===== src/rtl/fetch_pkg.sv =====
// Shared types and constants for the instruction-fetch front end.
package fetch_pkg;

    // One buffered fetch: the PC it was fetched from and the word returned.
    typedef struct packed {
        logic [63:0] pc;
        logic [31:0] instr;
    } fetch_entry_t;

    // Fixed-width ISA: sequential fetch advances by one 32-bit word.
    localparam int INSTR_BYTES = 4;

endpackage : fetch_pkg


===== src/rtl/fetch_queue_ram.sv =====
// DEPTH-entry register array of fetch entries: one write port, one
// combinational read port.
module fetch_queue_ram
    import fetch_pkg::*;
#(
    parameter int DEPTH = 4,
    parameter int AW    = $clog2(DEPTH)
) (
    input  logic         clk,
    input  logic         we,
    input  logic [AW-1:0] waddr,
    input  fetch_entry_t wdata,
    input  logic [AW-1:0] raddr,
    output fetch_entry_t rdata
);

    fetch_entry_t mem_q [DEPTH];

    // Capture the written entry; slots are only ever read after being written.
    // NOTE: storage has no reset on purpose -- the pointers and count define
    // which slots are live, so stale contents are never observed.
    always_ff @(posedge clk) begin
        if (we) begin
            mem_q[waddr] <= wdata;
        end
    end

    // Combinational read so the head entry reaches decode with no added cycle.
    assign rdata = mem_q[raddr];

endmodule : fetch_queue_ram


===== src/rtl/fetch_queue.sv =====
// Instruction-fetch front end: owns the fetch PC, buffers fetched
// {pc, instr} pairs for decode, and flushes/restarts on a branch redirect.
module fetch_queue
    import fetch_pkg::*;
#(
    parameter int          DEPTH    = 4,
    parameter logic [63:0] RESET_PC = 64'd0
) (
    input  logic                     clk,
    input  logic                     reset,
    input  logic                     fetch_en,
    output logic [63:0]              imem_addr,
    input  logic [31:0]              imem_instr,
    output logic                     deq_valid,
    input  logic                     deq_ready,
    output logic [63:0]              deq_pc,
    output logic [31:0]              deq_instr,
    input  logic                     redirect_valid,
    input  logic [63:0]              redirect_pc,
    output logic [$clog2(DEPTH):0]   count
);

    localparam int                 PTR_W      = $clog2(DEPTH);
    localparam int                 CNT_W      = PTR_W + 1;
    localparam logic [CNT_W-1:0]   FULL_COUNT = CNT_W'(DEPTH);
    localparam logic [CNT_W-1:0]   CNT_ONE    = CNT_W'(1);
    localparam logic [PTR_W-1:0]   PTR_ONE    = PTR_W'(1);
    localparam logic [63:0]        PC_STEP    = 64'(INSTR_BYTES);

    logic [PTR_W-1:0] head_q, head_d;
    logic [PTR_W-1:0] tail_q, tail_d;
    logic [CNT_W-1:0] count_q, count_d;
    logic [63:0]      fetch_pc_q, fetch_pc_d;
    logic             enq;
    logic             deq;
    fetch_entry_t     wr_entry;
    fetch_entry_t     rd_entry;

    // A redirect hides the head so a wrong-path instruction is never consumed;
    // a full queue still accepts a fetch when the head leaves the same cycle.
    assign deq_valid = (count_q != '0) && !redirect_valid;
    assign deq       = deq_valid && deq_ready;
    assign enq       = fetch_en && !redirect_valid && ((count_q < FULL_COUNT) || deq);

    assign wr_entry  = '{pc: fetch_pc_q, instr: imem_instr};

    // Next-state for pointers, occupancy and fetch PC; redirect wins over all.
    always_comb begin
        // NOTE: every variable gets a default first so no path leaves it
        // unassigned, which would otherwise infer a latch.
        head_d     = head_q;
        tail_d     = tail_q;
        count_d    = count_q;
        fetch_pc_d = fetch_pc_q;

        if (redirect_valid) begin
            head_d     = '0;
            tail_d     = '0;
            count_d    = '0;
            fetch_pc_d = redirect_pc;
        end else begin
            if (deq) begin
                head_d = head_q + PTR_ONE;
            end
            if (enq) begin
                tail_d     = tail_q + PTR_ONE;
                fetch_pc_d = fetch_pc_q + PC_STEP;
            end
            if (enq && !deq) begin
                count_d = count_q + CNT_ONE;
            end else if (deq && !enq) begin
                count_d = count_q - CNT_ONE;
            end
        end
    end

    // Control registers; reset clears everything immediately.
    always_ff @(posedge clk or negedge reset) begin
        // NOTE: sequential state uses non-blocking assignments so every flop
        // samples the pre-edge values regardless of statement order.
        if (!reset) begin
            head_q     <= '0;
            tail_q     <= '0;
            count_q    <= '0;
            fetch_pc_q <= RESET_PC;
        end else begin
            head_q     <= head_d;
            tail_q     <= tail_d;
            count_q    <= count_d;
            fetch_pc_q <= fetch_pc_d;
        end
    end

    fetch_queue_ram #(
        .DEPTH (DEPTH),
        .AW    (PTR_W)
    ) u_ram (
        .clk   (clk),
        .we    (enq),
        .waddr (tail_q),
        .wdata (wr_entry),
        .raddr (head_q),
        .rdata (rd_entry)
    );

    assign imem_addr = fetch_pc_q;
    assign deq_pc    = rd_entry.pc;
    assign deq_instr = rd_entry.instr;
    assign count     = count_q;

endmodule : fetch_queue

===== config.mk =====
export PLATFORM = sky130hd
export DESIGN_NAME = fetch_queue
export DESIGN_NICKNAME = d
export VERILOG_FILES = /design/src/rtl/fetch_pkg.sv /design/src/rtl/fetch_queue_ram.sv /design/src/rtl/fetch_queue.sv
export SDC_FILE = /design/constraint.sdc
export NUM_CORES = 1
export LEC_CHECK = 0
export ABC_AREA = 0
export CAP_MARGIN = 20
export CELL_PAD_IN_SITES_DETAIL_PLACEMENT = 0
export CELL_PAD_IN_SITES_GLOBAL_PLACEMENT = 2
export CORE_UTILIZATION = 43
export DETAILED_ROUTE_END_ITERATION = 8
export PLACE_DENSITY = 0.81
export REMOVE_ABC_BUFFERS = 1
export SLEW_MARGIN = 20
export SYNTH_ARGS = -nofsm -noshare
export SYNTH_HDL_FRONTEND = slang
export SYNTH_SLANG_ARGS = --single-unit

===== constraint.sdc =====
create_clock -name clk -period 9.4 [get_ports clk]
set_clock_uncertainty 0.1 [all_clocks]
set_input_delay 1.88 -clock clk [delete_from_list [all_inputs] [get_ports clk]]
set_output_delay 1.88 -clock clk [all_outputs]
set_load 0.01 [all_outputs]

After elaboration in Yosys (flattened, before gate mapping)
Memories as Yosys holds them, arrays and structs flattened.
Cells that the tools add are included.
Operators by class
  add/sub/neg operators: 5
  $mul: 0
  div/mod/pow operators: 0
  $lt $le $gt $ge: 1
  equality and inequality tests: 0
  shift-type cells: 0
  muxes and demuxes: 11
  bitwise logic cells: 0
  reductions and logical operators: 14
Operators by type and width (number)
  $mux 64: 2
  $add 64x3->64 const B: 1
  $mux 3: 3
  $mux 2: 4
  $logic_and 1x1->1: 6
  $reduce_bool 3->1: 2
  $add 2x1->2 const B: 2
  $reduce_bool 2->1: 2
  $add 3x1->3 const B: 1
  $logic_not 1->1: 3
  $lt 3x3->1 const B: 1
  $sub 3x1->3 const B: 1
  $mux 1: 2
  $logic_or 1x1->1: 1
Word-level totals
  flip-flop bits (word level): 71
  bits in latches: 0
  bits in writable memories: 384
  memory bits (read-only): 0
  bits of input ports: 101
  word-level logic and storage cells: 36
  memories kept: 1
Memories
  u_ram.mem_q: words 4, bits a word 96, read ports 1, clocked after Yosys merged registers in 0, wr ports 1, line fetch_queue_ram.sv:17  | fetch_entry_t mem_q [DEPTH];

Logic depth before layout (Yosys ltp)
Gate-level depths: netlist (run 1).
  word-level depth: 10
  depth in mapped cells: 9
  depth with buffers taken out: 8

Modules after synthesis
Synthesis (run 1) repeated with hierarchy kept, for this count alone.
Second synthesis, totals
  cell total of the unflattened synthesis: 963
  area total of the unflattened synthesis: 17923.4 um2
Modules (own cells, without submodules)
  fetch_queue_ram: times used 1, cells an instance 506, area an instance 13889.6 um2, sequential area each 11531.1 um2
  fetch_queue: times used 1, cells an instance 457, area an instance 4033.9 um2, sequential area each 1776.7 um2

Worst setup path after synthesis (run 1)
No wires, ideal clock.
  path kind: input -> register
  start: input port fetch_en
  end: memory u_ram.mem_q[0][0] (netlist bit) (enable)
  setup time: 466 ps
  data arrival time: 4638 ps
  data required time: 8834 ps
  setup slack: 4196 ps
  stages on the path: 3
  cells stage by stage: o21ai_0 nor2_1 and2_1
Between the ends
  word-level cells in the longest chain between the ends: 4
Ends and longest elaborated chain
  from (decl): line fetch_queue.sv:11  | input logic fetch_en,
  $logic_and 1x1->1 (2 in series): line fetch_queue.sv:43  | assign enq = fetch_en && !redirect_valid && ((count_q < FULL_COUNT) || deq);
  $mux 1: line fetch_queue_ram.sv:23  | if (we) begin
  $mux 1 (implied by the code): line fetch_queue_ram.sv:24  | mem_q[waddr] <= wdata;
  to (decl): line fetch_queue_ram.sv:17
No other way between the ends.

Worst setup path after layout (run 1)
  start: register head_q[0]
  end: output port deq_pc[49]
Between the ends
  word-level cells in the longest chain between the ends: 1
Ends and longest elaborated chain
  from (decl): line fetch_queue.sv:30  | logic [PTR_W-1:0] head_q, head_d;
  from (signal assigned): line fetch_queue.sv:82  | head_q <= '0;
  from (signal assigned): line fetch_queue.sv:87  | head_q <= head_d;
  $mem_v2 4x96
  to (decl): line fetch_queue.sv:16  | output logic [63:0] deq_pc,
No other way between the ends.

==> flow_summary.json, run 1 <==
{
  "post_cts_buffers": 0,
  "ant_nets": 0,
  "worst_hold_path.endpoint": "u_ram.mem_q[0][33]",
  "htreeDepth": 2,
  "instances_no_fill": 1847,
  "ys_seq_area_share_pct": 73.50,
  "wirelength_um": 43190,
  "hold_class": "flop to flop",
  "cts_resized": 0,
  "syn_inst": 993,
  "final_core_util_pct": 55.47,
  "finalHoldViolations": 0,
  "synth_edf_count": 384,
  "worst_pin_slew_ns": 1.078,
  "clk_latency_ns": 0.56,
  "io_buffers": 264,
  "seqPwrFrac_pct": 46.7,
  "reg2reg_from": "count[2]",
  "num_io_pins": 265,
  "whs_ns": 0.4508,
  "initial_core_util_pct": 43.94,
  "clkPwrFrac_pct": 33.4,
  "die_x_um": 207.2,
  "path_max_fanout": 37,
  "coreArea_um2": 41200,
  "yosys_warnings": 0,
  "dieArea_um2": 42930,
  "ys_ff_latch": 455,
  "drtIter0Drc": 782,
  "setup-tns-final_ns": 0,
  "fin_crit_ns": 5.292,
  "synth_compound_area_share_pct": 2.619,
  "ys.flop_type": "edfxtp_1",
  "synthSimpleGateAreaFrac_pct": 6.662,
  "comb_power_share_pct": 19.9,
  "cp.required_ns": 7.42,
  "die_h_um": 207.2,
  "finalCritPeriodShare_pct": 56.30,
  "max_freq_mhz": 188.9,
  "arrival_ns": 3.31,
  "total_leakage_power_nw": 7.544,
  "async_flop_share_pct": 15.60,
  "synth-xor-area-share_pct": 2.757,
  "cts_root_buffer": "clkbuf_16",
  "endpoint_kind": "output pin",
  "post-route-cell-area_um2": 22860,
  "routedWlPerCell_um": 23.38,
  "antenna_found_initial": 4,
  "grt-ovfl-total": 0,
  "synth_fa_ha_area_share_pct": 0.4561,
  "fp-row-count": 74,
  "drive_gt1_share_pct": 15.77,
  "grt_max_degree": 81,
  "timing.rr.end": "u_ram.mem_q[0][42]",
  "holdBufCountCts": 0,
  "hpwl_um": 27750,
  "cts_buffers": 46,
  "cts_tree": "built",
  "drt-pass1-iter-count": 5,
  "cp-start-kind": "flop",
  "pre_cts_ws_ns": 4.155,
  "avgViaCountPerCell": 5.456,
  "synthMuxAreaShare_pct": 12.79,
  "p_int_mw": 3.964,
  "layout_setup_ws_ns": 4.108,
  "ir_drop_mv": 0.1115,
  "hold_depth": 0,
  "grt_pass1_wl_um": 65290,
  "run_status": "finished, final reports clean",
  "maxSlewViolCount": 0,
  "worstSetupPathType": "flop to output pin",
  "p_per_area_nw_per_um2": 232.1,
  "synth_cell_types": 48,
  "place.gp.congestion": 0.7617,
  "relSlewSlack_pct": 28.13,
  "swShare_pct": 25.28,
  "drc": 0,
  "grt_setup_unrepaired": "no",
  "r2r_slack_ns": 5.96,
  "grt_usage_pct": 20.26,
  "hold_path_startpoint": "imem_addr[1]",
  "placed_cells": 1761,
  "placed_area_um2": 21380,
  "syn_area_per_cell_um2": 18.23,
  "synth_area_um2": 18100,
  "grt_pass1_vias": 10330,
  "setup_violations": 0,
  "p_sw_mw": 1.341,
  "maxCapViolations": 0,
  "clkTransAtPathRegs_ns": 0.06,
  "area_growth_syn_to_layout_pct": 26.24,
  "clock_path_buffers": 3,
  "synth_top_family_by_area": "multiplexers",
  "fin_nets": 1384,
  "r2r_cells": 6,
  "cts_num_sinks": 455,
  "vias": 10080,
  "total_power_mw": 5.305
}
-- area by class of cell --
class,count,area [um^2]
Inverter,13,48.80
Sequential cell,455,13320
Tap cell,532,665.6
Fill cell,3225,18350
Timing Repair Buffer,279,2750
Clock buffer,60,1265
Clock inverter,24,207.7
Multi-Input combinational cell,482,4598
Antenna cell,2,5.005
-- state kept, by name, indices dropped and copies added, names as in the netlist --
name         flops
head_q           2
imem_addr       64
count            3
u_ram.mem_q    384
tail_q           2
-- kinds of logic after synthesis --
group                    Yosys count
buffers and inverters             56
flip-flops                       455
multiplexers                     110
AND/OR/NAND/NOR                  226
AO/OA/AOI/OAI                     83
adder cells (fa/ha/maj)            6
XOR/XNOR                          57
-- power by group through the flow --
stage / Clock, mW / Combinational (mW) / Sequential [mW]
finish: 1.77 / 1.05 / 2.48
global placement: 0 / 1.07 / 2.52
global route: 1.89 / 1.12 / 2.50
CTS: 1.81 / 1.08 / 2.48
detailed placement: 0 / 1.07 / 2.52
floorplan: 0 / 0.500 / 2.55
-- worst max-delay path by stage --
stage	startpoint	to	slack [ns]	cells after the start
after floorplan	head_q[0]	deq_instr[0]	2.95	1
after global placement	redirect_valid	u_ram.mem_q[0][6]	4.19	5
after detailed placement	redirect_valid	u_ram.mem_q[0][6]	4.15	5
after CTS	head_q[0]	deq_pc[49]	3.99	3
after global routing	head_q[0]	deq_pc[49]	3.88	3
final	head_q[0]	deq_pc[49]	4.11	3
-- cell usage after synthesis (3+ instances only) --
library cell / n / area (um^2)
edfxtp_1: 384 / 11530
mux4_2: 96 / 2162
nand2_1: 80 / 300.3
dfrtp_1: 71 / 1777
o21ai_0: 49 / 245.2
xor2_1: 36 / 315.3
clkbuf_1: 28 / 105.1
nand3_1: 28 / 140.1
nand4_1: 24 / 150.1
nor2_1: 23 / 86.33
xnor2_1: 21 / 183.9
and4_1: 12 / 105.1
inv_1: 12 / 45.04
nor4_1: 12 / 75.07
a21oi_1: 11 / 55.05
and2_1: 10 / 62.56
buf_1: 10 / 37.54
mux2_2: 10 / 112.6
nor3_1: 10 / 50.05
and3_1: 9 / 56.30
o21ai_1: 6 / 30.03
ha_1: 5 / 62.56
a21o_1: 4 / 30.03
a221o_1: 4 / 40.04
buf_2: 4 / 20.02
nand4_2: 4 / 50.05
a311oi_1: 3 / 26.28
mux2i_1: 3 / 30.03
nand2b_1: 3 / 18.77
-- layout by cell type (no fill, tap or decap), types with 4 or more instances in the layout --
master | synthesis | layout
dfrtp_1 | 71 | 69
inv_1 | 12 | 12
and3_1 | 9 | 9
and2_1 | 10 | 6
clkinv_1 | 1 | 11
nor2_1 | 23 | 23
nand3_1 | 28 | 28
clkdlybuf4s50_1 | 0 | 262
mux4_2 | 96 | 96
clkbuf_1 | 28 | 9
xnor2_1 | 21 | 21
ha_1 | 5 | 5
a21oi_1 | 11 | 10
o21ai_0 | 49 | 49
nand4_1 | 24 | 24
clkinv_2 | 0 | 8
xor2_1 | 36 | 36
mux2_2 | 10 | 10
nand4_2 | 4 | 4
a21o_1 | 4 | 4
nor3_1 | 10 | 10
nor4_1 | 12 | 11
edfxtp_1 | 384 | 384
o21ai_1 | 6 | 6
and2_4 | 0 | 4
nand2_1 | 80 | 80
a221o_1 | 4 | 4
clkbuf_16 | 0 | 47
buf_4 | 1 | 17
clkbuf_8 | 0 | 4
and4_1 | 12 | 12
-- worst max-delay path: stages, from the launching register on --
cell	delay [ns]
dfrtp_4	0.82
buf_4	0.71
mux4_2	0.66
clkdlybuf4s50_1	0.51
-- routing by layer --
metal / part of all wire (%) / up-vias / global-route usage, %
li1: - / 4526 / -
met1: 44 / 5170 / 28.91
met2: 48 / 327 / 32.16
met3: 5.7 / 51 / 4.184
met4: 1.5 / 4 / 4.683
met5: 0.051 / - / 0
No activity file was read; power rests on OpenSTA's default activity.
==> run 2: changes to the inputs <==
--- a/config.mk
+++ b/config.mk
@@ -9,9 +9,9 @@
 export CAP_MARGIN = 20
 export CELL_PAD_IN_SITES_DETAIL_PLACEMENT = 0
 export CELL_PAD_IN_SITES_GLOBAL_PLACEMENT = 2
-export CORE_UTILIZATION = 43
+export CORE_UTILIZATION = 40
 export DETAILED_ROUTE_END_ITERATION = 8
-export PLACE_DENSITY = 0.81
+export PLACE_DENSITY = 0.76
 export REMOVE_ABC_BUFFERS = 1
 export SLEW_MARGIN = 20
 export SYNTH_ARGS = -nofsm -noshare
==> constraint.sdc (replaced) <==
create_clock -name clk -period 5.5 [get_ports clk]
set_clock_uncertainty 0.1 [all_clocks]
set_input_delay 1.1 -clock clk [delete_from_list [all_inputs] [get_ports clk]]
set_output_delay 1.1 -clock clk [all_outputs]
set_load 0.01 [all_outputs]
==> flow_summary.json, run 2 (synthesized netlist as in run 1, its figures left out) <==
{
  "run_status": "finished, final reports clean",
  "coreArea_um2": 44410,
  "hpwl_um": 28230,
  "r2r_slack_ns": 2.39,
  "vias": 10100,
  "die_h_um": 214.8,
  "cts_num_sinks": 455,
  "cts_resized": 0,
  "endpoint_kind": "output pin",
  "clock_path_buffers": 3,
  "finalCritPeriodShare_pct": 75.21,
  "crit_path_end": "deq_pc[47]",
  "final_common_cell": "edfxtp_1",
  "post_cts_buffers": 0,
  "largest_reg_flops": 384,
  "r2r_cells": 6,
  "grt_max_degree": 73,
  "cts_buffers": 47,
  "post-route-cell-area_um2": 23080,
  "drtIter0Drc": 604,
  "cts_root_buffer": "clkbuf_16",
  "num_io_pins": 265,
  "worstSetupPathType": "flop to output pin",
  "placed_area_um2": 21560,
  "place.gp.congestion": 0.7563,
  "clkTransAtPathRegs_ns": 0.06,
  "hold_class": "flop to flop",
  "grt_usage_pct": 19.13,
  "reg2reg_from": "count[2]",
  "grt_setup_unrepaired": "no",
  "layout_setup_ws_ns": 1.364,
  "drt-pass1-iter-count": 4,
  "grt-ovfl-total": 0,
  "top_register": "u_ram.mem_q",
  "cts_tree": "built",
  "worst_pin_slew_ns": 0.8171,
  "finalHoldViolations": 0,
  "maxCapViolations": 0,
  "drive_gt1_share_pct": 16.16,
  "maxSlewViolCount": 0,
  "holdBufCountCts": 0,
  "pre_cts_ws_ns": 1.320,
  "final_cell_mix": "384 x edfxtp_1, 262 x clkdlybuf4s50_1, 96 x mux4_2, 80 x nand2_1, 69 x dfrtp_1",
  "area_growth_syn_to_layout_pct": 27.46,
  "p_per_area_nw_per_um2": 397.5,
  "max_freq_mhz": 241.8,
  "antenna_found_initial": 1,
  "die_x_um": 214.8,
  "grt_pass1_wl_um": 65680,
  "path_max_fanout": 33,
  "fp-row-count": 77,
  "relSlewSlack_pct": 45.03,
  "avgViaCountPerCell": 5.288,
  "fin_nets": 1387,
  "total_leakage_power_nw": 7.596,
  "routedWlPerCell_um": 23.08,
  "fin_crit_ns": 4.136,
  "timing.rr.end": "u_ram.mem_q[1][35]",
  "htreeDepth": 2,
  "grt_pass1_vias": 10290,
  "cp.required_ns": 4.30,
  "fill_cells": 3659,
  "cp-start-kind": "flop",
  "initial_core_util_pct": 40.76,
  "clk_latency_ns": 0.57,
  "arrival_ns": 2.94,
  "setup_violations": 0,
  "wirelength_um": 44080,
  "ant_nets": 0,
  "n_antenna_cell": 0,
  "startpoint": "head_q[0]",
  "ir_drop_mv": 0.2039,
  "io_buffers": 264,
  "drc": 0,
  "dieArea_um2": 46120
}
==> run 2: changes by cell type in the layout (fill, tap and decap cells not counted), sizes merged <==
cell / change
buf: +2
diode: -2
bufinv: +1
clkinv: +1
inv: +1
==> run 2: through the flow <==
step                      TNS [ns]  util [%]  total power, mW  hold WS [ns]  instances
final                            0     51.96            9.173        0.4340       1910
after global routing             0     51.96            9.513        0.4728       1910
after CTS                        0     51.93            9.294        0.4412       1910
after detailed placement         0     48.53            6.184        0.4277       1823
after global placement           0     48.53            6.172        0.4251       1823
after floorplan             -16.46         -            5.205        0.4364        950
==> run 2: worst min path at each step <==
stage,from,to,depth (start not counted),slack (ns)
after global placement,imem_addr[1],u_ram.mem_q[2][33],0,0.43
after floorplan,tail_q[1],tail_q[1],2,0.44
final,imem_addr[0],u_ram.mem_q[2][32],0,0.43
after CTS,imem_addr[0],u_ram.mem_q[2][32],0,0.44
after global routing,imem_addr[0],u_ram.mem_q[2][32],0,0.47
after detailed placement,imem_addr[0],u_ram.mem_q[0][32],0,0.43
==> run 2: worst max-delay path, cell delays in order, from the launching register on <==
cell and delay, ns:
dfrtp_4 0.82, buf_12 0.37, mux4_2 0.61, clkdlybuf4s50_1 0.50
==> run 2: layout make-up <==
type	count	area, um^2	area share [%]
Sequential cell	455	13320	57.70
Timing Repair Buffer	281	2856	12.38
Clock buffer	60	1256	5.444
Tap cell	592	740.7	3.210
Multi-Input combinational cell	482	4604	19.95
Inverter	13	48.80	0.2115
Clock inverter	27	254.0	1.101
==> run 2: routing by layer <==
metal  routed length, um  vias to the layer above  GRT usage (%)
met5                   8                        -              0
met4                 791                        2          5.214
met3                2168                       58          3.680
met2               20840                      265          29.73
met1               20270                     5237          27.64
li1                    -                     4539              -
==> run 2: power breakdown <==
group / internal (mW) / switching, mW / total, mW
combinational: 1.04 / 0.783 / 1.82
sequential: 3.99 / 0.255 / 4.25
clock: 1.81 / 1.29 / 3.10
total: 6.84 / 2.33 / 9.17
==> run 3: changes to the inputs <==
==> constraint.sdc (replaced) <==
create_clock -name clk -period 4.15 [get_ports clk]
set_clock_uncertainty 0.1 [all_clocks]
set_input_delay 0.83 -clock clk [delete_from_list [all_inputs] [get_ports clk]]
set_output_delay 0.83 -clock clk [all_outputs]
set_load 0.01 [all_outputs]
==> flow_summary.json, run 3 (synthesized netlist as in run 1, its figures left out) <==
{
  "top_register": "u_ram.mem_q",
  "maxSlewViolCount": 0,
  "max_freq_mhz": 269.6,
  "final_cell_mix": "384 x edfxtp_1, 262 x clkdlybuf4s50_1, 96 x mux4_2, 80 x nand2_1, 69 x dfrtp_1",
  "fill_cells": 3612,
  "drtIter0Drc": 675,
  "top_layer": "met5",
  "grt_usage_pct": 19.81,
  "arrival_ns": 2.78,
  "die_x_um": 214.8,
  "fp-row-count": 77,
  "wl_met2_um": 21240,
  "cts_buffers": 48,
  "worst_pin_slew_ns": 0.8687,
  "dieArea_um2": 46120,
  "ir_drop_mv": 0.2731,
  "die_h_um": 214.8,
  "grt-ovfl-total": 0,
  "place.gp.congestion": 0.7726,
  "total_leakage_power_nw": 7.719,
  "largest_reg_flops": 384,
  "run_status": "finished, final reports clean",
  "cts_num_sinks": 455,
  "htreeDepth": 2,
  "grt_pass1_vias": 10310,
  "path_max_fanout": 21,
  "post_cts_buffers": 0,
  "wl_met3_um": 2771,
  "instances_no_fill": 1927,
  "num_io_pins": 265,
  "drt-pass1-iter-count": 5,
  "hold_class": "input pin to asynchronous set/reset pin",
  "cp.required_ns": 3.22,
  "relSlewSlack_pct": 41.55,
  "finalCritPeriodShare_pct": 89.39,
  "p_per_area_nw_per_um2": 527.7,
  "grt_pass1_wl_um": 67980,
  "worstSetupPathType": "flop to output pin",
  "fin_crit_ns": 3.710,
  "fin_nets": 1404,
  "met1_length_um": 20190,
  "placed_cells": 1839,
  "maxCapViolations": 0,
  "finalHoldViolations": 0,
  "area_growth_syn_to_layout_pct": 28.71,
  "vias": 10220,
  "drc": 0,
  "clkTransAtPathRegs_ns": 0.06,
  "clock_path_buffers": 3,
  "wirelength_um": 45110,
  "drive_gt1_share_pct": 16.94,
  "endpoint_kind": "output pin",
  "holdBufCountCts": 0,
  "coreArea_um2": 44410,
  "cp-start-kind": "flop",
  "io_buffers": 264,
  "final_common_cell": "edfxtp_1",
  "setup_violations": 0,
  "hpwl_um": 29940,
  "grt_setup_unrepaired": "no",
  "cts_root_buffer": "clkbuf_16",
  "initial_core_util_pct": 40.76,
  "grt_max_degree": 59,
  "avgViaCountPerCell": 5.304,
  "routedWlPerCell_um": 23.41,
  "cts_resized": 0,
  "antenna_found_initial": 3,
  "clk_latency_ns": 0.57,
  "ant_nets": 0,
  "cts_tree": "built",
  "final_core_util_pct": 52.47
}
[run 3: cell count changes in the layout (fill, tap and decap cells not counted), moves of 2 or more]
cell,delta
buf_4,+11
clkbuf_1,-3
buf_12,+6
clkbuf_8,+2
clkinv_1,+5
clkinv_2,-2
clkinv_4,-2
[run 3: critical path, cell delays in order, from the launching register on]
cell             delay (ns)
dfrtp_4                0.70
buf_4                  0.42
mux4_2                 0.57
clkdlybuf4s50_1        0.49
[run 3: path summary, 6_finish.rpt]
path	cells past startpoint	slack, ns	startpoint	end
min in group clk	0	0.46	imem_addr[0]	u_ram.mem_q[0][32]
max reg2reg	6	1.19	imem_addr[34]	imem_addr[57]
min	1	0.26	reset	imem_addr[58]
min reg2reg	0	0.46	imem_addr[0]	u_ram.mem_q[0][32]
max	3	0.44	head_q[0]	deq_instr[8]
max in group asynchronous	2	2.87	reset	imem_addr[63]
[run 3: area by class of cell]
class / count / area [um^2] / share of cell area (%)
inverter: 13 / 48.80 / 0.2094
timing repair buffer: 297 / 3048 / 13.08
sequential: 455 / 13320 / 57.14
clock buffer: 60 / 1297 / 5.568
tap: 592 / 740.7 / 3.179
antenna: 1 / 2.502 / 0.01074
clock inverter: 27 / 251.5 / 1.079
multi-input combinational: 482 / 4598 / 19.73
[run 3: routing by layer]
metal / vias up / track usage (%)
met3: 62 / 4.487
met5: - / 0
met2: 316 / 30.78
met1: 5265 / 28.30
li1: 4573 / -
met4: 4 / 5.071
[run 3: per-stage QoR]
step	hold WS, ns	setup TNS [ns]	instance area [um^2]	total power, mW	setup slack, ns
6_report	0.2617	0	23300	12.30	0.4403
2_1_floorplan	0.4344	-121.90	17930	6.898	-1.251
3_3_place_gp	0.4280	0	21750	8.219	0.6937
4_1_cts	0.2920	0	23300	12.47	0.3425
3_5_place_dp	0.4504	0	21750	8.232	0.6622
5_1_grt	0.3050	0	23300	12.78	0.2373
[run 3: where the power goes]
group / switching (mW) / total [mW] / internal, mW
Sequential: 0.309 / 5.60 / 5.29
Combinational: 1.08 / 2.48 / 1.41
Clock: 1.70 / 4.21 / 2.51
Total: 3.09 / 12.3 / 9.21
